### config.mk
export PLATFORM = sky130hd
export DESIGN_NAME = group_enable_ctrl
export DESIGN_NICKNAME = d
export VERILOG_FILES = /design/src/rtl/lib_arbiter_pkg.sv /design/src/rtl/rr_find_first.sv /design/src/rtl/group_enable_ctrl.sv
export SDC_FILE = /design/constraint.sdc
export NUM_CORES = 1
export LEC_CHECK = 0
export CAP_MARGIN = 20
export CORE_MARGIN = 2
export CORE_UTILIZATION = 52
export CTS_CLUSTER_SIZE = 20
export DETAILED_ROUTE_END_ITERATION = 10
export DONT_BUFFER_PORTS = 1
export GPL_TIMING_DRIVEN = 0
export PLACE_DENSITY = 0.67
export SLEW_MARGIN = 10
export SYNTH_ARGS = -nofsm -noshare
export SYNTH_HDL_FRONTEND = slang
export SYNTH_SLANG_ARGS = --single-unit
### constraint.sdc
create_clock -name clk_i -period 7.6 [get_ports clk_i]
set_input_delay 0.76 -clock clk_i [delete_from_list [all_inputs] [get_ports clk_i]]
set_output_delay 0.76 -clock clk_i [all_outputs]
set_load 0.01 [all_outputs]
### src/rtl/lib_arbiter_pkg.sv
// Shared types and defaults for the pixel-group enable arbiter.
// Linear group index is idx = row*cols + col.
package lib_arbiter_pkg;

  typedef enum logic [1:0] {IDLE, HOLD, GAP} state_t;

  localparam int GRP_ROWS_DEF = 8;
  localparam int GRP_COLS_DEF = 8;
  localparam int GRP_ADD_DEF  = 3;
  localparam int TIMEOUT_DEF  = 255;

  function automatic void idx_to_rowcol(input int idx, input int cols,
                                        output int row, output int col);
    row = idx / cols;
    col = idx % cols;
  endfunction

endpackage

### src/rtl/rr_find_first.sv
// Round-robin first-set search: the request vector is doubled so that a
// single low-to-high priority scan starting at ptr naturally wraps.
module rr_find_first #(
  parameter int N  = 64,
  parameter int IW = $clog2(N)
) (
  input  logic [N-1:0]  req,
  input  logic [IW-1:0] ptr,
  output logic          found,
  output logic [IW-1:0] idx
);

  logic [2*N-1:0] masked;
  logic [IW:0]    pos;

  always_comb begin
    masked = '0;
    for (int j = 0; j < 2*N; j++) begin
      masked[j] = (j >= int'(ptr)) ? req[j % N] : 1'b0;
    end
  end

  // Scan high-to-low so the lowest set bit at or above ptr wins.
  always_comb begin
    pos = '0;
    for (int j = 2*N-1; j >= 0; j--) begin
      if (masked[j]) pos = (IW+1)'(j);
    end
  end

  assign found = |req;
  assign idx   = (pos >= (IW+1)'(N)) ? IW'(pos - (IW+1)'(N)) : IW'(pos);

endmodule

### src/rtl/group_enable_ctrl.sv
// Upper-level responder: grants one pixel group at a time round-robin,
// holds the grant until release or watchdog expiry, then inserts one gap cycle.
module group_enable_ctrl
  import lib_arbiter_pkg::*;
#(
  parameter int GRP_ROWS = GRP_ROWS_DEF,
  parameter int GRP_COLS = GRP_COLS_DEF,
  parameter int GRP_ADD  = GRP_ADD_DEF,
  parameter int TIMEOUT  = TIMEOUT_DEF
) (
  input  logic                               clk_i,
  input  logic                               reset_i,
  input  logic [GRP_ROWS-1:0][GRP_COLS-1:0]  req_i,
  input  logic                               grp_release_i,
  output logic [GRP_ROWS-1:0][GRP_COLS-1:0]  enable_o,
  output logic [GRP_ADD-1:0]                 x_add_o,
  output logic [GRP_ADD-1:0]                 y_add_o,
  output logic                               active_o,
  output logic                               timeout_o
);

  localparam int N  = GRP_ROWS * GRP_COLS;
  localparam int IW = $clog2(N);
  localparam logic [15:0] WD_MAX = 16'(TIMEOUT);

  state_t          state;
  logic [N-1:0]    req_flat;
  logic [N-1:0]    en;
  logic [IW-1:0]   ptr;
  logic [IW-1:0]   cur;
  logic [IW-1:0]   win;
  logic            found;
  logic [15:0]     wd;
  logic [GRP_ADD-1:0] win_x;
  logic [GRP_ADD-1:0] win_y;

  assign req_flat = req_i;
  assign enable_o = en;

  rr_find_first #(.N(N), .IW(IW)) u_find (
    .req   (req_flat),
    .ptr   (ptr),
    .found (found),
    .idx   (win)
  );

  always_comb begin
    int r, c;
    idx_to_rowcol(int'(win), GRP_COLS, r, c);
    win_y = GRP_ADD'(r);
    win_x = GRP_ADD'(c);
  end

  always_ff @(posedge clk_i) begin
    if (!reset_i) begin
      state     <= IDLE;
      en        <= '0;
      x_add_o   <= '0;
      y_add_o   <= '0;
      active_o  <= 1'b0;
      timeout_o <= 1'b0;
      ptr       <= '0;
      cur       <= '0;
      wd        <= '0;
    end else begin
      timeout_o <= 1'b0;
      case (state)
        IDLE: if (found) begin
          state    <= HOLD;
          en       <= N'(1) << win;
          x_add_o  <= win_x;
          y_add_o  <= win_y;
          active_o <= 1'b1;
          cur      <= win;
          wd       <= '0;
        end
        HOLD: begin
          // Release takes precedence; timeout flag only when the watchdog alone fired.
          if (grp_release_i || wd == WD_MAX) begin
            state     <= GAP;
            en        <= '0;
            active_o  <= 1'b0;
            timeout_o <= !grp_release_i;
            ptr       <= (cur == IW'(N-1)) ? '0 : cur + 1'b1;
          end else begin
            wd <= wd + 16'd1;
          end
        end
        GAP:     state <= IDLE;
        default: state <= IDLE;
      endcase
    end
  end

endmodule

Word level (Yosys, flattened, before mapping)
Cells that the tools add are included.

Divide/modulo/power cells: 0. Equality and inequality tests: 6. $add $sub $neg: 3. Reduce and logical (&&, ||, !) cells: 11. Mux-type cells: 204. Multiply operators: 0. Magnitude comparators: 64. Bitwise gates (word level): 0. Shift operators: 1.

Operators by type and width (number): $mux W7 (127); $ge A6 B6 Y1 const A (31); $mux W64 (2); $pmux W64 S2 (1); $ge A5 B6 Y1 const A (16); $mux W1 (65); $reduce_or A64 Y1 (1); $shl A1 B6 Y64 const A (1); $ge A4 B6 Y1 const A (8); $mux W16 (2); $pmux W16 S2 (1); $ge A3 B6 Y1 const A (4); $add A16 B1 Y16 const B (1); $eq A16 B8 Y1 const B (1); $ge A1 B6 Y1 const A (2); $ge A2 B6 Y1 const A (2); $mux W6 (2); $reduce_and A3 Y1 (3); $ge A7 B7 Y1 const B (1); $add A6 B1 Y6 const B (1); $eq A6 B6 Y1 const B (1); $ne A2 B2 Y1 const B (3); $reduce_and A2 Y1 (3); $sub A6 B1 Y6 const B (1); 8 further kinds (9).

Memories kept: 0. RAM bits: 0. Output and inout bits: 72. Bits of input ports: 67. Register bits: 102. Bits in latches: 0. ROM bits: 0.

Longest topological paths before layout
Gate-level depths: netlist of run 1.

Depth in word-level cells: 132. Gate-level depth with buffers: 13.

Modules after synthesis
A second synthesis of run 1 with hierarchy kept.

Cell total of the unflattened synthesis: 1006. Area, all modules: 7325.8 um^2.

Modules (own cells, without submodules): group_enable_ctrl (seq. area each 1921.8 um^2, area each 4433.0 um^2, instances 1, cells each 532); rr_find_first (seq. area each 0.0 um^2, area each 2892.8 um^2, instances 1, cells each 474).

Worst setup path before layout of run 1
OpenSTA, ideal clock, no wires.

Path kind: input to register. Start point: in req_i[19] (netlist name). End point: reg en[10], in the netlist enable_o[10]. Required time: 7540 ps. Stages on the path: 10. Slack: 4378 ps. Path buffers: 1. Arrival time: 3163 ps. Path through: buf_2 > and4b_1 > or4_1 > o2111ai_2 > o2111ai_1 > or4_4 > a21oi_4 > o21ai_4 > nor3b_4 > a22o_1.

Cells in the longest elaborated chain, start to end: 89. Elaborated cells between the ends (all ways): 94. Those cells by class: add/sub (1); order compare (1); eq/ne (1); shift (1); mux (88); reduce/logical (2).

Ends and longest elaborated chain: from (decl) (RTL line group_enable_ctrl.sv:13) `input logic [GRP_ROWS-1:0][GRP_COLS-1:0] req_i,`; $mux W7 (84 in series) (RTL line rr_find_first.sv:27) `if (masked[j]) pos = (IW+1)'(j);`; $sub A6 B1 Y6 or $ge A7 B7 Y1 (tied branches) (RTL line rr_find_first.sv:32) `assign idx = (pos >= (IW+1)'(N)) ? IW'(pos - (IW+1)'(N)) : IW'(pos);`; $mux W6 (RTL line rr_find_first.sv:32); $shl A1 B6 Y64 (RTL line group_enable_ctrl.sv:70) `en <= N'(1) << win;`; $mux W64 (RTL line group_enable_ctrl.sv:68) `IDLE: if (found) begin`; $pmux W64 S2 (RTL line group_enable_ctrl.sv:67) `case (state)`; to (signal assigned) (RTL line group_enable_ctrl.sv:70); to (decl) (RTL line group_enable_ctrl.sv:28) `logic [N-1:0] en;`.

Parallel ways exist; a longest one is shown, timed or not. The select of a mux whose other input is x is not followed. A chain may end at the register's enable or synchronous reset.

Final worst setup path of run 1
Start point: reg ptr[0]. End point: reg en[16], in the netlist enable_o[16].

Cells in the longest elaborated chain, start to end: 70. Elaborated cells between the ends (all ways): 195. Those cells by class: add/sub (1); order compare (64); shift (1); mux (129).

Ends and longest elaborated chain: from (decl) (RTL line group_enable_ctrl.sv:29) `logic [IW-1:0] ptr;`; from (signal assigned) (RTL line group_enable_ctrl.sv:84) `ptr <= (cur == IW'(N-1)) ? '0 : cur + 1'b1;`; $ge A6 B6 Y1 (RTL line rr_find_first.sv:19) `masked[j] = (j >= int'(ptr)) ? req[j % N] : 1'b0;`; $mux W1 (RTL line rr_find_first.sv:19); $mux W7 (62 in series) (RTL line rr_find_first.sv:27); $mux W7 * (RTL line rr_find_first.sv:27); $sub A6 B1 Y6 or $ge A7 B7 Y1 (tied branches) (RTL line rr_find_first.sv:32); $mux W6 * (RTL line rr_find_first.sv:32); $shl A1 B6 Y64 * (RTL line group_enable_ctrl.sv:70); $mux W64 * (RTL line group_enable_ctrl.sv:68); $pmux W64 S2 * (RTL line group_enable_ctrl.sv:67).

Mark *: on every way between the ends. The rest lies on a longest branch, timed or not. The select of a mux whose other input is x is not followed.

==> results of run 1 <==
==> worst max-delay path by stage <==
stage                        start                         to  slack [ns]  cells after the start
2_1_floorplan            req_i[19]  enable_o[10]$_SDFFE_PN0P_        4.38                     10
3_3_place_gp             req_i[21]  enable_o[51]$_SDFFE_PN0P_        3.65                     10
3_5_place_dp             req_i[21]   enable_o[5]$_SDFFE_PN0P_        3.57                     11
4_1_cts        ptr[0]$_SDFFE_PN0P_  enable_o[32]$_SDFFE_PN0P_        3.74                     12
5_1_grt        ptr[0]$_SDFFE_PN0P_  enable_o[40]$_SDFFE_PN0P_        3.50                     12
6_report       ptr[0]$_SDFFE_PN0P_  enable_o[16]$_SDFFE_PN0P_        3.67                     12
==> registers in the layout (all words and copies together), names as in the netlist <==
| register | flops |
|---|---|
| active_o | 1 |
| cur | 1 |
| enable_o | 64 |
| ptr | 6 |
| state | 2 |
| timeout_o | 1 |
| wd | 16 |
| x_add_o | 2 |
| y_add_o | 3 |
==> cell type report <==
| type | instances | area [sq um] |
|---|---|---|
| tap | 172 | 215 |
| sequential | 96 | 1920 |
| buffer | 52 | 280 |
| inverter | 26 | 97.6 |
| clock inverter | 7 | 77.6 |
| clock buffer | 9 | 225 |
| multi-input combinational | 694 | 4520 |
| fill | 1235 | 5390 |
==> placed cells by master (no fill, tap or decap), drive strengths merged, types with 13 or more instances in the layout <==
cell / synthesis / layout
a211oi: 13 / 13
a21oi: 37 / 37
a22o: 33 / 33
and2: 13 / 13
buf: 30 / 30
clkbuf: 22 / 31
dfxtp: 96 / 96
inv: 26 / 29
nand2: 81 / 81
nand2b: 14 / 14
nand3: 28 / 28
nand4: 14 / 14
nor2: 80 / 80
nor2b: 17 / 17
nor3: 25 / 25
nor4: 26 / 26
o211ai: 21 / 21
o21ai: 72 / 72
o31ai: 13 / 13
==> cell families after synthesis <==
family                     Yosys count  synth area share, %
buffers and inverters               78                 5.54
muxes                                6                0.881
xor gates and xnor gates            17                 2.18
DFF                                 96                 28.2
AOI/OAI and AO/OA                  322                 35.0
adders and majority gates            2                0.367
and+or+nand+nor                    347                 27.8
==> critical path, delay by kind of cell, from the launching register on <==
family | cells | cell delay (ns)
AND/OR/NAND/NOR | 3 | 1.13
AO/OA/AOI/OAI | 6 | 1.73
flip-flops | 1 | 0.35
buffers and inverters | 3 | 0.65
==> per-stage QoR <==
stage                     hold slack (ns)  area (sq um)  setup WS (ns)
after floorplan                     0.471          6820           4.38
after global placement              0.484          7030           3.65
after detailed placement            0.487          7030           3.57
after CTS                           0.479          7330           3.74
after global routing                0.483          7330           3.50
final                               0.484          7330           3.67
==> per-layer routing <==
| layer | vias up | wire length [um] | share of wire (%) | track usage, % |
|---|---|---|---|---|
| met1 | 3456 | 9810 | 39 | 42.5 |
| li1 | 3340 | - | - | - |
| met2 | 510 | 11500 | 46 | 56.5 |
| met4 | 0 | 1250 | 5.0 | 17.4 |
| met3 | 98 | 2510 | 10 | 7.82 |
| met5 | - | 0 | 0 | 0 |
==> power breakdown <==
| group | total, W | switching [W] | internal (W) |
|---|---|---|---|
| Combinational | 0.000280 | 0.000189 | 0.0000910 |
| Clock | 0.000458 | 0.000198 | 0.000259 |
| Sequential | 0.000526 | 0.0000137 | 0.000512 |
| Total | 0.00126 | 0.000401 | 0.000862 |
==> impl_metrics.toml, run 1 <==
[final_layout]
instances_no_fill = 1056
layout.nets = 948
syn_to_final_growth_pct = 7.60
drive_above_1_share_pct = 10.9
diodes = 0
fin_util_pct = 57.6

[power]
power_density_nw_per_um2 = 172
vdd_drop_max_uv = 121
power_w = 0.00126
cellLeakagePower_nw = 2.57

[sta]
fmax_mhz = 254
setup_viol = 0
min_period_ns = 3.93
drv_slew = 0
slew_headroom_pct = 32.2
finalClockSkew_ns = 0.00845
worstMarginPinSlew_ns = 1.01
grt_setup_unrepaired = "false"
hold_violations = 0
finalSetupTns_ns = 0
fin_crit_sh_pct = 51.7

[setup_path]
critPathLaunchType = "register"
rr_startpoint = "ptr[0]$_SDFFE_PN0P_"
cpPeakStageDelay_ns = 0.59
crit_required_ns = 7.88
crit_type = "register to register"
crit_path_max_fanout = 10
r2r_cells = 12
regToRegSetupSlack_ns = 3.67
reg2reg_to = "enable_o[16]$_SDFFE_PN0P_"
critPathArrivalTime_ns = 4.21
cp_cell_sequence = "buf_4 > buf_2 > buf_2 > nor4_1 > o211ai_1 > o21a_1 > a311oi_1 > nand3_1 > a21o_1 > o21a_1 > nor4_2 > a32o_1"
cp_slowest_cell = "a311oi_1"
cp-end-kind = "register"

[cts]
tritoncts = "done"
postCtsHoldBufs = 0
numCtsBuffers = 9
cts_root_buf = "clkbuf_16"
cts.repair.resized = 0
cts_max_path_buffers = 2
htreeDepth = 3
post_cts_buffers = 0
path_clk_slew_ns = 0.07
clock_sinks = 96
worstSkewPairLatency_ns = 0.34

[routing]
routed-via-count = 7404
drc = 0
drt_iter0_drc = 868
via_per_inst = 7.01
routed_wl_um = 25100
antenna_left = 0
avgRoutedWirePerCell_um = 23.7
drtPass1Iterations = 6

[floorplanning]
dieArea_sq_um = 14000
die_w_um = 118
dieHeight_um = 118
top_level_ports = 139
start_util_pct = 53.6
core_sq_um = 12700
row_count = 41

[min_path]
whs_endpoint = "timeout_o$_SDFF_PN0_"
hold_path_class = "input port to register"
min_from = "grp_release_i"
holdPathStages = 1

[synth]
syn_inst = 868
ys_top_cells_by_count = "dfxtp_1 (96), nand2_1 (80), nor2_1 (78)"
synth.yosys.seq_area_share_pct = 28.2
synth_area_per_cell_sq_um = 7.85
synth_top_area_share_pct = 28.2
netlist_area_sq_um = 6820
synth_most_common_cell = "dfxtp_1"
synth_area_leaders = "dfxtp_1 (28%), nand2_1 (4.4%), nor2_1 (4.3%)"
dominantRegCellSynth = "dfxtp_1"
ys_seq_elements = 96
ys_warn_count = 0
synth_nets = 937
async_flop_share_pct = 0
synth_top_cell_by_area = "dfxtp_1"
synth-edff-count = 0
yosysUniqueCellTypes = 97

[global_routing]
grt_start_max_net_pins = 18
first_global_vias = 6887
grt_antenna_before_repair = 0
overflow = 0
grt_first_pass_wirelength_um = 38500
grt_usage_pct = 34.5

[placement]
dp.cells = 1040
hpwl_um = 19300
place_congestion = 1.11
port_buffers = 0

[run]
max_cap_violations = 0

[status]
status = "complete, no violations"
No activity file was read; power rests on OpenSTA's default activity.
==> inputs of run 2 (changes only) <==
Clock period 7.6 ns to 3.9 ns, I/O delays scaled along.
==> run 2 against run 1 <==
Compared with the run above: routed wire length rose by 0.24%; first-iteration DRC count is 5.3% higher; combinational power is 96% higher; clock skew is 0.00094 ns higher; critical path type unchanged; largest power group unchanged.
==> impl_metrics.toml, run 2 (synthesis results as in run 1) <==
[status]
status = "complete, no violations"

[run]
max_cap_violations = 0

[min_path]
hold_path_class = "input port to register"

[setup_path]
cpPeakStageDelay_ns = 0.46
crit_type = "register to register"
cp-end-kind = "register"
crit_top_cell = "buf_4"
cp_slowest_cell = "dfxtp_1"
critPathLaunchType = "register"
cp_cell_sequence = "buf_4 > buf_2 > buf_4 > inv_1 > a32oi_1 > o22ai_1 > a311oi_2 > nand3_1 > a21o_1 > o21a_1 > nor4_2 > a32o_1"
crit_required_ns = 4.18
critPathArrivalTime_ns = 3.93
crit_path_max_fanout = 10

[sta]
finalSetupTns_ns = 0
hold_violations = 0
fin_crit_sh_pct = 93.6
grt_setup_unrepaired = "false"
fmax_mhz = 274
finalClockSkew_ns = 0.00939
min_period_ns = 3.65
slew_headroom_pct = 32.1
setup_viol = 0
worstMarginPinSlew_ns = 1.01
drv_slew = 0

[final_layout]
largest_reg_flops = 64
layout.nets = 948
syn_to_final_growth_pct = 7.78
final_common_cell = "dfxtp_1"
diodes = 0
fin_util_pct = 57.7
drive_above_1_share_pct = 11.1
mostFrequentLayoutCells = "dfxtp_1 (96), nand2_1 (80), nor2_1 (78)"

[routing]
drt_iter0_drc = 914
avgRoutedWirePerCell_um = 23.8
via_per_inst = 6.99
drtPass1Iterations = 6
routed-via-count = 7382
antenna_left = 0
drc = 0
routed_wl_um = 25100

[cts]
clock_sinks = 96
tritoncts = "done"
numCtsBuffers = 9
cts_root_buf = "clkbuf_16"
path_clk_slew_ns = 0.07
cts_max_path_buffers = 2
htreeDepth = 3
worstSkewPairLatency_ns = 0.34

[global_routing]
overflow = 0
grt_first_pass_wirelength_um = 38500
grt_start_max_net_pins = 18
grt_usage_pct = 34.5
first_global_vias = 6887
grt_antenna_before_repair = 0

[floorplanning]
core_sq_um = 12700
row_count = 41
dieArea_sq_um = 14000
die_w_um = 118
top_level_ports = 139
dieHeight_um = 118
start_util_pct = 53.6

[power]
power_density_nw_per_um2 = 336
cellLeakagePower_nw = 2.57
vdd_drop_max_uv = 236

[placement]
place_congestion = 1.11
port_buffers = 0
hpwl_um = 19300
run 2: path summary, 6_finish.rpt:
| kind | end | slack (ns) | cells after the start | startpoint |
|---|---|---|---|---|
| max | enable_o[16]$_SDFFE_PN0P_ | 0.25 | 12 | ptr[2]$_SDFFE_PN0P_ |
| min | timeout_o$_SDFF_PN0_ | 0.11 | 1 | grp_release_i |
| max reg2reg | enable_o[16]$_SDFFE_PN0P_ | 0.25 | 12 | ptr[2]$_SDFFE_PN0P_ |
| min reg2reg | enable_o[17]$_SDFFE_PN0P_ | 0.49 | 2 | enable_o[17]$_SDFFE_PN0P_ |
run 2: repair_timing:
action,4_1_cts,5_1_grt
setup endpoints to repair,0,55
hold buffers,0,0
setup buffers,0,0
gates resized for setup,0,4
run 2: final cells by class:
| class | instances | area [sq um] |
|---|---|---|
| well taps | 172 | 215 |
| inverters | 26 | 97.6 |
| clock inverters | 7 | 77.6 |
| plain buffers | 52 | 280 |
| fillers | 1232 | 5380 |
| multi-input cells | 694 | 4530 |
| flip-flops and latches | 96 | 1920 |
| clock buffers | 9 | 225 |
run 2: critical path: cells and delay by family (launching register included):
| family | cells | cell delay [ns] |
|---|---|---|
| buffers and inverters | 4 | 0.94 |
| and+or+nand+nor | 2 | 0.56 |
| DFF | 1 | 0.46 |
| AOI/OAI and AO/OA | 6 | 1.61 |
run 2: routing by layer:
metal  wire length, um  GRT usage [%]  vias to the layer above
li1                  -              -                     3341
met1              9830           42.5                     3472
met2             11500           56.5                      475
met3              2520           7.82                       94
met4              1250           17.4                        0
met5                 0              0                        -
run 2: power breakdown:
group	total (W)	switching (W)	internal, W
logic	0.000549	0.000371	0.000178
clock network	0.000892	0.000387	0.000505
registers	0.00102	0.0000265	0.000998
run 2: per-stage QoR:
| step | hold slack, ns | setup slack [ns] | area [sq um] | total power, W | cells |
|---|---|---|---|---|---|
| 3_3_place_gp | 0.464 | 0.0141 | 7030 | 0.00157 | 1040 |
| 3_5_place_dp | 0.466 | 0.0668 | 7030 | 0.00157 | 1040 |
| 4_1_cts | 0.109 | 0.0439 | 7330 | 0.00245 | 1056 |
| 2_1_floorplan | 0.462 | 1.05 | 6820 | 0.00143 | 868 |
| 6_report | 0.114 | 0.251 | 7350 | 0.00247 | 1056 |
| 5_1_grt | 0.113 | 0.0545 | 7350 | 0.00255 | 1056 |
